$ cat src/rtl/keypad_scan.sv
// 4x4 matrix keypad scanner with ghost rejection and scan-level debounce.
// Define KEYPAD_STROBE_EN to drive key_strobe; otherwise it is tied low.
module keypad_scan #(
  parameter int SCAN_DIV       = 50000,
  parameter int DEBOUNCE_SCANS = 4
) (
  input  logic        clkin,
  input  logic        rst,
  output logic [3:0]  row,
  input  logic [3:0]  col,
  output logic [15:0] numbers,
  output logic [3:0]  key_code,
  output logic        key_strobe
);

  localparam int SW = (SCAN_DIV > 1) ? $clog2(SCAN_DIV) : 1;
  localparam logic [SW-1:0] SLOT_LAST = SW'(SCAN_DIV - 1);
  localparam logic [3:0] DEB = 4'(DEBOUNCE_SCANS);

  typedef enum logic [1:0] {
    ROW0 = 2'd0,
    ROW1 = 2'd1,
    ROW2 = 2'd2,
    ROW3 = 2'd3
  } state_e;

  state_e        state_q, state_d;
  logic [SW-1:0] slot_q, slot_d;
  logic [3:0]    col_m_q, col_s_q;
  logic [15:0]   acc_q, acc_d;
  logic [4:0]    prev_q, prev_d;
  logic [3:0]    stab_q, stab_d;
  logic [15:0]   numbers_q, numbers_d;
  logic [3:0]    code_q, code_d;

  logic        slot_last, eos;
  logic [15:0] hit;
  logic [4:0]  n_hit;
  logic [3:0]  hit_idx;
  logic [4:0]  res, cmt;

  // intersection index is row*4+col
  function automatic logic [3:0] keymap(input logic [3:0] idx);
    logic [3:0] k;
    k = 4'd0;
    unique case (idx)
      4'd0:  k = 4'd1;
      4'd1:  k = 4'd2;
      4'd2:  k = 4'd3;
      4'd3:  k = 4'd10;
      4'd4:  k = 4'd4;
      4'd5:  k = 4'd5;
      4'd6:  k = 4'd6;
      4'd7:  k = 4'd11;
      4'd8:  k = 4'd7;
      4'd9:  k = 4'd8;
      4'd10: k = 4'd9;
      4'd11: k = 4'd12;
      4'd12: k = 4'd14;
      4'd13: k = 4'd0;
      4'd14: k = 4'd15;
      4'd15: k = 4'd13;
      default: k = 4'd0;
    endcase
    return k;
  endfunction

  always_ff @(posedge clkin or negedge rst) begin
    if (!rst) begin
      state_q   <= ROW0;
      slot_q    <= '0;
      col_m_q   <= 4'hF;
      col_s_q   <= 4'hF;
      acc_q     <= '0;
      prev_q    <= '0;
      stab_q    <= '0;
      numbers_q <= '0;
      code_q    <= '0;
    end else begin
      state_q   <= state_d;
      slot_q    <= slot_d;
      col_m_q   <= col;
      col_s_q   <= col_m_q;
      acc_q     <= acc_d;
      prev_q    <= prev_d;
      stab_q    <= stab_d;
      numbers_q <= numbers_d;
      code_q    <= code_d;
    end
  end

  assign slot_last = (slot_q == SLOT_LAST);
  assign eos       = slot_last && (state_q == ROW3);

  always_comb begin
    state_d = state_q;
    if (slot_last) begin
      unique case (state_q)
        ROW0:    state_d = ROW1;
        ROW1:    state_d = ROW2;
        ROW2:    state_d = ROW3;
        ROW3:    state_d = ROW0;
        default: state_d = ROW0;
      endcase
    end
  end

  always_comb begin
    row = 4'b1110;
    unique case (state_q)
      ROW0:    row = 4'b1110;
      ROW1:    row = 4'b1101;
      ROW2:    row = 4'b1011;
      ROW3:    row = 4'b0111;
      default: row = 4'b1110;
    endcase
  end

  always_comb begin
    hit = acc_q;
    if (slot_last)
      hit[{state_q, 2'b00} +: 4] = acc_q[{state_q, 2'b00} +: 4] | ~col_s_q;
  end

  always_comb begin
    n_hit   = 5'd0;
    hit_idx = 4'd0;
    for (int i = 0; i < 16; i++) begin
      if (hit[i]) begin
        n_hit   = n_hit + 5'd1;
        hit_idx = 4'(i);
      end
    end
  end

  // two or more intersections low is a ghost pattern: treat as no key
  assign res = (n_hit == 5'd1) ? {1'b1, keymap(hit_idx)} : 5'd0;
  assign cmt = {|numbers_q, code_q};

  always_comb begin
    slot_d    = slot_last ? '0 : slot_q + 1'b1;
    acc_d     = eos ? '0 : hit;
    prev_d    = prev_q;
    stab_d    = stab_q;
    numbers_d = numbers_q;
    code_d    = code_q;
    if (eos) begin
      prev_d = res;
      if (res == prev_q)
        stab_d = (stab_q >= DEB) ? DEB : stab_q + 4'd1;
      else
        stab_d = 4'd1;
      if (stab_d == DEB && res != cmt) begin
        if (cmt[4]) begin
          numbers_d = '0;
          code_d    = '0;
        end else begin
          numbers_d = 16'd1 << res[3:0];
          code_d    = res[3:0];
        end
      end
    end
  end

  assign numbers  = numbers_q;
  assign key_code = code_q;

`ifdef KEYPAD_STROBE_EN
  logic strobe_q, strobe_d;

  assign strobe_d = eos && (stab_d == DEB) && !cmt[4] && res[4];

  always_ff @(posedge clkin or negedge rst) begin
    if (!rst) strobe_q <= 1'b0;
    else      strobe_q <= strobe_d;
  end

  assign key_strobe = strobe_q;
`else
  assign key_strobe = 1'b0;
`endif

endmodule

$ cat config.mk
export PLATFORM = sky130hd
export DESIGN_NAME = keypad_scan
export DESIGN_NICKNAME = d
export VERILOG_FILES = /design/src/rtl/keypad_scan.sv
export SDC_FILE = /design/constraint.sdc
export NUM_CORES = 1
export LEC_CHECK = 0
export ABC_AREA = 1
export CORE_MARGIN = 2
export CORE_UTILIZATION = 30
export DETAILED_ROUTE_END_ITERATION = 10
export RECOVER_POWER = 25
export SETUP_SLACK_MARGIN = 0.3
export SLEW_MARGIN = 20
export SYNTH_ARGS = -nofsm -noshare
export SYNTH_HDL_FRONTEND = slang
export SYNTH_SLANG_ARGS = --single-unit
export TNS_END_PERCENT = 5
$ cat constraint.sdc
create_clock -name clkin -period 22.5 [get_ports clkin]
set_clock_uncertainty 0.15 [all_clocks]
set_input_delay 4.5 -clock clkin [delete_from_list [all_inputs] [get_ports clkin]]
set_output_delay 4.5 -clock clkin [all_outputs]
set_load 0.02 [all_outputs]
# Word-level counts from Yosys, hierarchy flattened
# Memories as Yosys holds them, arrays and structs flattened.
# Index checks and enable logic that the tools add are counted.
dict set report totals {
  regBits 71
  latch_bits 0
  ram_bits 0
  rom_bits 64
  inputBits 6
  out_inout_bits 25
  elab_cells 91
  n_memories 1
}
dict set report op_classes {
  addsub 18
  multipliers 0
  n_div 0
  order_cmp 1
  n_eq_ne 8
  shifts 4
  n_mux 43
  bitwise_logic 2
  reduce_logical 5
}
# memory words word_bits read_ports rd_ports_with_merged_regs wr line_no
set mem_list {}
lappend mem_list {{(name not given)} 16 4 1 0 0 46} ;# unique case (idx)
# cell count
set ops {}
lappend ops {{5-bit two-way mux} 16}
lappend ops {{5-bit by 1-bit adder with 5-bit output (second input constant)} 15}
lappend ops {{4-bit two-way mux} 18}
lappend ops {{16-bit two-way mux} 4}
lappend ops {{16-bit by 1-bit adder with 16-bit output (second input constant)} 1}
lappend ops {{16-bit bitwise mux} 1}
lappend ops {{16-bit == test (second input constant)} 1}
lappend ops {{4-bit case mux with 4 select lines} 1}
lappend ops {{16-bit OR reduction} 1}
lappend ops {{4-bit by 6-bit variable shift with 16-bit output (first input constant)} 1}
lappend ops {{16-bit by 5-bit variable part select with 4-bit output} 1}
lappend ops {{4-bit by 6-bit variable part select with 16-bit output} 1}
lappend ops {{1-bit by 4-bit left shift with 16-bit output (first input constant)} 1}
lappend ops {{2-bit case mux with 4 select lines} 1}
lappend ops {{4-bit negator with 6-bit output} 1}
lappend ops {{5-bit by 1-bit == test with 1-bit output (second input constant)} 1}
lappend ops {{5-bit == test} 1}
lappend ops {{5-bit inequality test} 1}
lappend ops {{4-bit by 1-bit adder with 4-bit output (second input constant)} 1}
lappend ops {{2-bit == test (second input constant)} 2}
lappend ops {{4-bit by 3-bit == test with 1-bit output (second input constant)} 1}
lappend ops {{4-bit by 3-bit >= comparator with 1-bit output (second input constant)} 1}
lappend ops {{4-bit inverter} 1}
lappend ops {{4-bit bitwise OR} 1}
lappend ops {{5 further kinds} 7}

# Longest topological paths before layout
# Gate-level depths: netlist of the first run.
dict set report depth {
  ltp_word 44
  ltp_mapped 72
  mapped_depth_nobuf 70
}

# Worst setup path after synthesis of the first run
# Ideal clock, no wire load.
dict set report synth_path {
  kind {reg-to-reg}
  from {register state_q[0]}
  to {register code_q[1], in the netlist key_code[1]}
  setup_time_ps 117
  arrival_time_ps 10451
  required_ps 22233
  setup_slack_ps 11782
  path_stages_with_launch 71
  n_path_buf 3
  synth_period_minus_slack_ps 10718
  path_cell_list {dfrtp_1 -> inv_2 -> buf_4 -> ha_1 -> nor3_2 -> nand3_1 -> nand2_1 -> inv_1 -> ha_1 -> inv_1 -> nand3_1 -> nand2_2 -> inv_1 -> ha_1 -> nand2_1 -> nand2_1 -> ha_1 -> or2_0 -> (+35 left out) -> ha_1 -> nand2_1 -> nand2_1 -> nand3b_1 -> a21oi_1 -> nand2_1 -> nor2_4 -> buf_6 -> nand2_1 -> nand2_1 -> nand2_1 -> nor2_2 -> nand3_1 -> nor2_4 -> nand2_4 -> buf_6 -> nand2_2 -> o21ai_2}
}
dict set report synth_between {
  elab_chain_cells 44
  word_cells_on_any_way 66
  cone_classes {add/sub (16); eq/ne (5); shift (3); mux (37); bitwise (1); reduce/logical (3); memory (1)}
}
# item line_no
set synth_lines {}
lappend synth_lines {{from (decl)} 27} ;# state_e state_q, state_d;
lappend synth_lines {{from (signal assigned)} 80} ;# state_q <= state_d;
lappend synth_lines {{16-bit by 5-bit variable part select with 4-bit output} 122} ;# hit[{state_q, 2'b00} +: 4] = acc_q[{state_q, 2'b00} +: 4] | ~col_s_q;
lappend synth_lines {{4-bit bitwise OR} 122}
lappend synth_lines {{4-bit by 6-bit variable part select with 16-bit output} 122}
lappend synth_lines {{16-bit bitwise mux} 122}
lappend synth_lines {{16-bit two-way mux} 121} ;# if (slot_last)
lappend synth_lines {{1-bit two-way mux} 129} ;# if (hit[i]) begin
lappend synth_lines {{5-bit by 1-bit adder with 5-bit output} 130} ;# n_hit = n_hit + 5'd1;
lappend synth_lines {{5-bit two-way mux} 129}
lappend synth_lines {{(+28 left out)} --}
lappend synth_lines {{5-bit by 1-bit == test with 1-bit output} 137} ;# assign res = (n_hit == 5'd1) ? {1'b1, keymap(hit_idx)} : 5'd0;
lappend synth_lines {{5-bit two-way mux} 137}
lappend synth_lines {{5-bit == test} 149} ;# if (res == prev_q)
lappend synth_lines {{4-bit two-way mux} 149}
lappend synth_lines {{4-bit two-way mux} 147} ;# if (eos) begin
lappend synth_lines {{4-bit by 3-bit == test with 1-bit output} 153} ;# if (stab_d == DEB && res != cmt) begin
lappend synth_lines {{1-bit logical AND} 153}
lappend synth_lines {{2-bit AND reduction (no source line)} --}
lappend synth_lines {{to (signal assigned)} 88} ;# code_q <= code_d;
lappend synth_lines {{to (decl)} 34} ;# logic [3:0] code_q, code_d;
# Parallel ways exist; a longest one is shown, timed or not. The select of a mux whose other input is x is not followed.
# A chain may end at the register's enable or synchronous reset.

# Worst setup path in the final report of the first run
dict set report layout_path {
  from {register slot_q[0]}
  to {register code_q[0], in the netlist key_code[0]}
}
dict set report layout_between {
  elab_chain_cells 41
  word_cells_on_any_way 60
  cone_classes {add/sub (15); eq/ne (5); mux (36); reduce/logical (3); memory (1)}
}
# item line_no
set layout_lines {}
lappend layout_lines {{from (decl)} 28} ;# logic [SW-1:0] slot_q, slot_d;
lappend layout_lines {{from (signal assigned)} 81} ;# slot_q <= slot_d;
lappend layout_lines {{16-bit == test (*)} 92} ;# assign slot_last = (slot_q == SLOT_LAST);
lappend layout_lines {{16-bit two-way mux} 121}
lappend layout_lines {{1-bit two-way mux} 129}
lappend layout_lines {{5-bit by 1-bit adder with 5-bit output} 130}
lappend layout_lines {{5-bit two-way mux} 129}
lappend layout_lines {{5-bit by 1-bit adder with 5-bit output} 130}
lappend layout_lines {{5-bit two-way mux} 129}
lappend layout_lines {{5-bit by 1-bit adder with 5-bit output} 130}
lappend layout_lines {{(+25 left out)} --}
lappend layout_lines {{5-bit by 1-bit == test with 1-bit output} 137}
lappend layout_lines {{5-bit two-way mux} 137}
lappend layout_lines {{5-bit == test} 149}
lappend layout_lines {{4-bit two-way mux} 149}
lappend layout_lines {{4-bit two-way mux} 147}
lappend layout_lines {{4-bit by 3-bit == test with 1-bit output} 153}
lappend layout_lines {{1-bit logical AND} 153}
lappend layout_lines {{2-bit AND reduction (no source line)} --}
# Mark *: on every way between the ends. The rest lies on a longest branch, timed or not. The select of a mux whose other input is x is not followed.

==> impl_metrics.env, run 1 <==
export IMPL_synth_nets=866
export IMPL_async_reset_ff_share_pct=100
export IMPL_rows=49
export IMPL_cp_top_family="simple AND/OR/NAND/NOR gates"
export IMPL_fin_crit_ns=12.25
export IMPL_areaGrowthSynthToFinish_pct=14.0
export IMPL_clock_latency_ns=0.33
export IMPL_via_per_inst=4.57
export IMPL_dp_cells=1080
export IMPL_cts_hold_buf=0
export IMPL_post_synth_top_count_cell="nand2_1"
export IMPL_clockRootBuffer="clkbuf_16"
export IMPL_synthTopCellsByArea="dfrtp_1 28%, nand2_1 19%, inv_1 8.3%, nand3_1 7.3%, ha_1 6.3%"
export IMPL_layout_drive_gt1_share_pct=10.4
export IMPL_synth_avg_cell_area_um2=6.65
export IMPL_critPathBufInv=7
export IMPL_grt_pass1_wl_mm=21.8
export IMPL_clkTransAtPathRegs_ns=0.06
export IMPL_drv_slew=0
export IMPL_synth_seq_cells=71
export IMPL_clockBufferDepth=2
export IMPL_antenna_diode_count=0
export IMPL_fp_dieH_um=140
export IMPL_detail_route_antenna_nets=0
export IMPL_gr_total_overflow=0
export IMPL_timing_rr_start="slot_q[0]"
export IMPL_antenna_found_initial=0
export IMPL_synth_warnings=0
export IMPL_numCtsBuffers=9
export IMPL_nFillCells=1944
export IMPL_fin_cells=1096
export IMPL_groute_usage_overall_pct=13.1
export IMPL_worstMarginPinSlew_ns=1.05
export IMPL_setup_viol=0
export IMPL_period_share_pct=54.4
export IMPL_num_vias=5009
export IMPL_critPathMaxStageDelay_ns=0.81
export IMPL_multi_input_area_um2=3140
export IMPL_post_dp_hpwl_mm=9.51
export IMPL_path_common_cell="nand2_1"
export IMPL_cts_tree="yes"
export IMPL_drc_errors=0
export IMPL_place_congestion=0.899
export IMPL_hp_class="reg -> reg"
export IMPL_grt_pass1_vias=4832
export IMPL_crit_type="reg -> reg"
export IMPL_finalNetCount=896
export IMPL_outcome="finished clean"
export IMPL_core_area_um2=18000
export IMPL_wl_mm=12.2
export IMPL_drv_cap=0
export IMPL_relSlewSlack_pct=29.7
export IMPL_netlist_top_cells_count="278 x nand2_1, 122 x inv_1, 81 x nand3_1, 81 x nor2_1, 63 x dfrtp_1"
export IMPL_tns_ns=0
export IMPL_hp_start="col_m_q[2]"
export IMPL_synthFlopType="dfrtp_1"
export IMPL_cp_startpoint="slot_q[0]"
export IMPL_die_area_um2=19500
export IMPL_port_buffers=29
export IMPL_drtIter0Drc=305
export IMPL_leakagePower_nw=3.53
export IMPL_syn_area_um2=5530
export IMPL_seq_area_frac_synth_pct=32.3
export IMPL_cts_max_level=3
export IMPL_synth_area_leader_cell="dfrtp_1"
export IMPL_powerDensity_nw_per_um2=44.3
export IMPL_synth_cell_types=46
export IMPL_worst_ep_arrival_time_ns=12.31
export IMPL_first_pass_iters=5
export IMPL_cp_start_kind="register"
export IMPL_vdd_ir_drop_max_uv=47.0
export IMPL_synth_edf_count=0
export IMPL_crit_slowest_cell="nor2_1"
export IMPL_rsz0062_at_grt="no"
export IMPL_initial_core_util_pct=30.7
export IMPL_syn_inst=832
export IMPL_max_freq_mhz=81.6
export IMPL_fp_dieW_um=140
export IMPL_worstPathMaxFanout=31
export IMPL_wl_per_cell_um=11.2
export IMPL_postCtsSetupBuffers=0
export IMPL_end_kind="register"
export IMPL_cp_required_ns=22.56
export IMPL_postCtsResizedCells=0
export IMPL_clock_sinks=71
export IMPL_yosysTopAreaCellShare_pct=28.5
export IMPL_regArea_um2=1790
export IMPL_hold_viol_final=0
export IMPL_grt_max_degree=72
export IMPL_pin_count=31
==> cell usage in the layout (no fill, tap or decap), types with 4 or more instances in the layout <==
| cell type | netlist | layout |
|---|---|---|
| inv_1 | 122 | 122 |
| a21oi_1 | 12 | 12 |
| dfrtp_1 | 63 | 63 |
| ha_1 | 28 | 28 |
| nand3b_1 | 9 | 9 |
| inv_2 | 8 | 8 |
| nand3_2 | 7 | 6 |
| dfstp_2 | 8 | 6 |
| nand3_1 | 81 | 82 |
| or2_2 | 4 | 4 |
| nand4_1 | 10 | 10 |
| nand2_1 | 278 | 279 |
| nor2_2 | 5 | 4 |
| nor4_1 | 5 | 5 |
| clkbuf_16 | 0 | 9 |
| o21ai_0 | 21 | 21 |
| clkdlybuf4s50_1 | 0 | 26 |
| o21ai_2 | 12 | 12 |
| nand2_2 | 21 | 21 |
| nor2_1 | 81 | 84 |
| nor3_1 | 7 | 7 |
==> flip-flops by register name, summed over array words and instances (netlist names) <==
register  count
acc_q        16
numbers      16
slot_q       16
prev_q        5
col_m_q       4
col_s_q       4
key_code      4
stab_q        4
state_q       2
==> final timing paths <==
path | end | slack, ns | depth (start not counted)
max | key_code[0] | 10.25 | 69
max in group asynchronous | acc_q[6] | 17.38 | 2
min in group asynchronous | numbers[4] | 4.22 | 2
min reg2reg | col_s_q[2] | 0.21 | 0
min | col_s_q[2] | 0.21 | 0
max reg2reg | key_code[0] | 10.25 | 69
==> metrics by stage <==
step	hold slack (ns)	power (mW)	setup WS (ns)	util, %	instance area (um2)
3_5_place_dp	0.198	0.136	10.45	33.5	6030
6_report	0.205	0.279	10.25	35.0	6310
3_3_place_gp	0.196	0.136	10.74	33.5	6030
4_1_cts	0.205	0.282	10.44	35.2	6340
2_1_floorplan	0.195	0.132	11.78	-	5530
5_1_grt	0.207	0.288	8.99	35.0	6310
==> kinds of logic after synthesis <==
kind of cell	after synthesis	synth area share [%]
other	1	0.0678
xor gates and xnor gates	3	0.475
adders and majority gates	28	6.33
AOI/OAI and AO/OA	62	7.51
DFF	71	32.3
and+or+nand+nor	525	42.9
buffers and inverters	142	10.4
==> routing by layer <==
| layer | part of all wire (%) | global-route usage, % | wire [um] |
|---|---|---|---|
| met5 | 0 | 0 | 0 |
| met4 | 1.4 | 4.26 | 176 |
| met3 | 3.0 | 1.31 | 372 |
| met2 | 43 | 20.6 | 5300 |
| met1 | 52 | 18.9 | 6370 |
==> final cells by class <==
cell class                 count  area share [%]
clock buffer                  11            4.01
clock inverter                 5           0.893
inverter                     131            7.79
multi-input combinational    619            49.8
sequential                    71            28.3
tap                          229            4.54
timing repair buffer          30            4.64
==> power by group <==
part	switching, mW	total [mW]	leakage (nW)	internal [mW]
combinational	0.00314	0.00395	2.42	0.000806
sequential	0.000341	0.129	0.949	0.129
clock	0.0546	0.146	0.152	0.0916
total	0.0581	0.279	3.53	0.221
No activity file was read; power rests on OpenSTA's default activity.
==> run 2, diff against run 1 <==
Clock period 22.5 ns to 10.75 ns, I/O delays scaled along.
==> run 2 against run 1 <==
Net effect:
- the flow now finishes with violations (capacitance limit, slew limit)
- power rose by 96%
- sequential power rose by 110%
- critical path depth rose by 10
- routed wire length rose by 17%
- final area rose by 19%
- via count rose by 8.8%
- sequential share of layout area fell by 4.5 points
- clock-buffer cell count fell by 1
- non-clock buffer count rose by 78
- die area did not move
- critical endpoint is now key_code[1]
- largest cell class unchanged
- highest routed layer unchanged
==> impl_metrics.env, run 2 (synthesis gave the netlist of run 1 again) <==
export IMPL_outcome="finished, violations left"
export IMPL_violations="capacitance limit, slew limit"
export IMPL_cp_start_kind="register"
export IMPL_fp_dieW_um=140
export IMPL_final_common_cell="nand2_1"
export IMPL_critPathMaxStageDelay_ns=0.34
export IMPL_mostFrequentLayoutCells="238 x nand2_1, 109 x inv_1, 79 x nor2_1, 72 x nand3_1, 63 x dfrtp_1"
export IMPL_final_cell_area_um2=7490
export IMPL_hold_viol_final=0
export IMPL_cp_top_family="simple AND/OR/NAND/NOR gates"
export IMPL_wl_per_cell_um=12.2
export IMPL_period_share_pct=94.4
export IMPL_num_vias=5451
export IMPL_first_pass_iters=7
export IMPL_via_per_inst=4.64
export IMPL_max_freq_mhz=98.6
export IMPL_layout_drive_gt1_share_pct=26.5
export IMPL_crit_slowest_cell="dfrtp_1"
export IMPL_fp_dieH_um=140
export IMPL_antenna_found_initial=0
export IMPL_drv_cap=1
export IMPL_drv_slew=72
export IMPL_path_common_cell="nand2_2"
export IMPL_fin_crit_ns=10.14
export IMPL_hp_class="reg -> reg"
export IMPL_cts_max_level=3
export IMPL_finalNetCount=975
export IMPL_rsz0062_at_grt="no"
export IMPL_gr_total_overflow=0
export IMPL_powerDensity_nw_per_um2=73.2
export IMPL_antenna_diode_count=0
export IMPL_initial_core_util_pct=30.7
export IMPL_worstMarginPinSlew_ns=3.77
export IMPL_cp_required_ns=10.82
export IMPL_port_buffers=29
export IMPL_cts_tree="yes"
export IMPL_cp_startpoint="slot_q[1]"
export IMPL_critPathBufInv=25
export IMPL_drtIter0Drc=323
export IMPL_groute_usage_overall_pct=14.5
export IMPL_relSlewSlack_pct=-152
export IMPL_core_area_um2=18000
export IMPL_clockBufferDepth=2
export IMPL_vdd_ir_drop_max_uv=93.6
export IMPL_setup_viol=0
export IMPL_detail_route_antenna_nets=0
export IMPL_wl_mm=14.3
export IMPL_grt_max_degree=72
export IMPL_place_congestion=0.810
export IMPL_grt_pass1_wl_mm=24.1
export IMPL_clock_latency_ns=0.34
export IMPL_timing_rr_start="slot_q[1]"
export IMPL_numCtsBuffers=9
export IMPL_worstPathMaxFanout=7
export IMPL_tns_ns=0
export IMPL_grt_pass1_vias=5291
export IMPL_leakagePower_nw=4.05
export IMPL_clock_sinks=71
export IMPL_pin_count=31
export IMPL_cts_hold_buf=0
export IMPL_post_dp_hpwl_mm=9.74
export IMPL_drc_errors=0
export IMPL_rows=49
export IMPL_nFillCells=1848
export IMPL_clkTransAtPathRegs_ns=0.06
export IMPL_worst_ep_arrival_time_ns=10.22
export IMPL_areaGrowthSynthToFinish_pct=35.4
export IMPL_placed_area_um2=6240
export IMPL_hp_start="col_m_q[1]"
export IMPL_total_power_mw=0.549
export IMPL_clockRootBuffer="clkbuf_16"
export IMPL_regArea_um2=1790
export IMPL_multi_input_area_um2=3650
export IMPL_die_area_um2=19500
export IMPL_end_kind="register"
export IMPL_crit_type="reg -> reg"
run 2: cell count changes in the layout (fill, tap and decap cells not counted), moves of 11 or more:
cell / change
inv_1: -13
nand2_4: +18
buf_4: +55
buf_6: +15
ha_4: +11
inv_2: +11
nand2_2: +22
ha_1: -11
nand2_1: -41
run 2: stage by stage:
| stage | hold slack [ns] | worst slack, ns | cells | utilization [%] |
|---|---|---|---|---|
| after global routing | 0.212 | 0.0498 | 1175 | 41.6 |
| final | 0.207 | 0.607 | 1175 | 41.6 |
| after detailed placement | 0.197 | -0.253 | 1098 | 34.6 |
| after floorplan | 0.195 | 0.302 | 832 | - |
| after CTS | 0.208 | 0.312 | 1161 | 38.8 |
| after global placement | 0.196 | 0.0874 | 1098 | 34.6 |
run 2: final timing paths:
path | endpoint | slack, ns | cells after the start
min reg2reg | col_s_q[1] | 0.21 | 0
min | col_s_q[1] | 0.21 | 0
max | key_code[1] | 0.61 | 79
max reg2reg | key_code[1] | 0.61 | 79
max in group asynchronous | prev_q[0] | 5.37 | 1
min in group asynchronous | acc_q[2] | 2.97 | 1
run 2: what timing repair did:
item	CTS	global route
setup endpoints to repair	21	27
gates cloned	3	1
pin swaps	30	49
endpoints found under the hold margin	0	0
resized for setup	33	97
setup buffers	44	13
run 2: layout make-up:
cell class	instances	area share (%)
clock buffer	10	3.06
clock inverter	6	0.484
inverter	131	6.63
multi-input combinational	620	48.7
sequential	71	23.8
tap	229	3.82
timing repair buffer	108	13.5
run 2: per-layer routing:
layer,up-vias,track usage (%),part of all wire [%]
li1,2832,-,-
met1,2531,20.0,49
met2,68,24.0,47
met3,20,1.65,2.1
met4,0,4.37,1.4
met5,-,0,0
run 2: power breakdown:
part | internal (mW) | switching (mW) | leakage (nW)
Combinational | 0.00154 | 0.00653 | 2.97
Clock | 0.155 | 0.114 | 0.132
Sequential | 0.270 | 0.000839 | 0.950
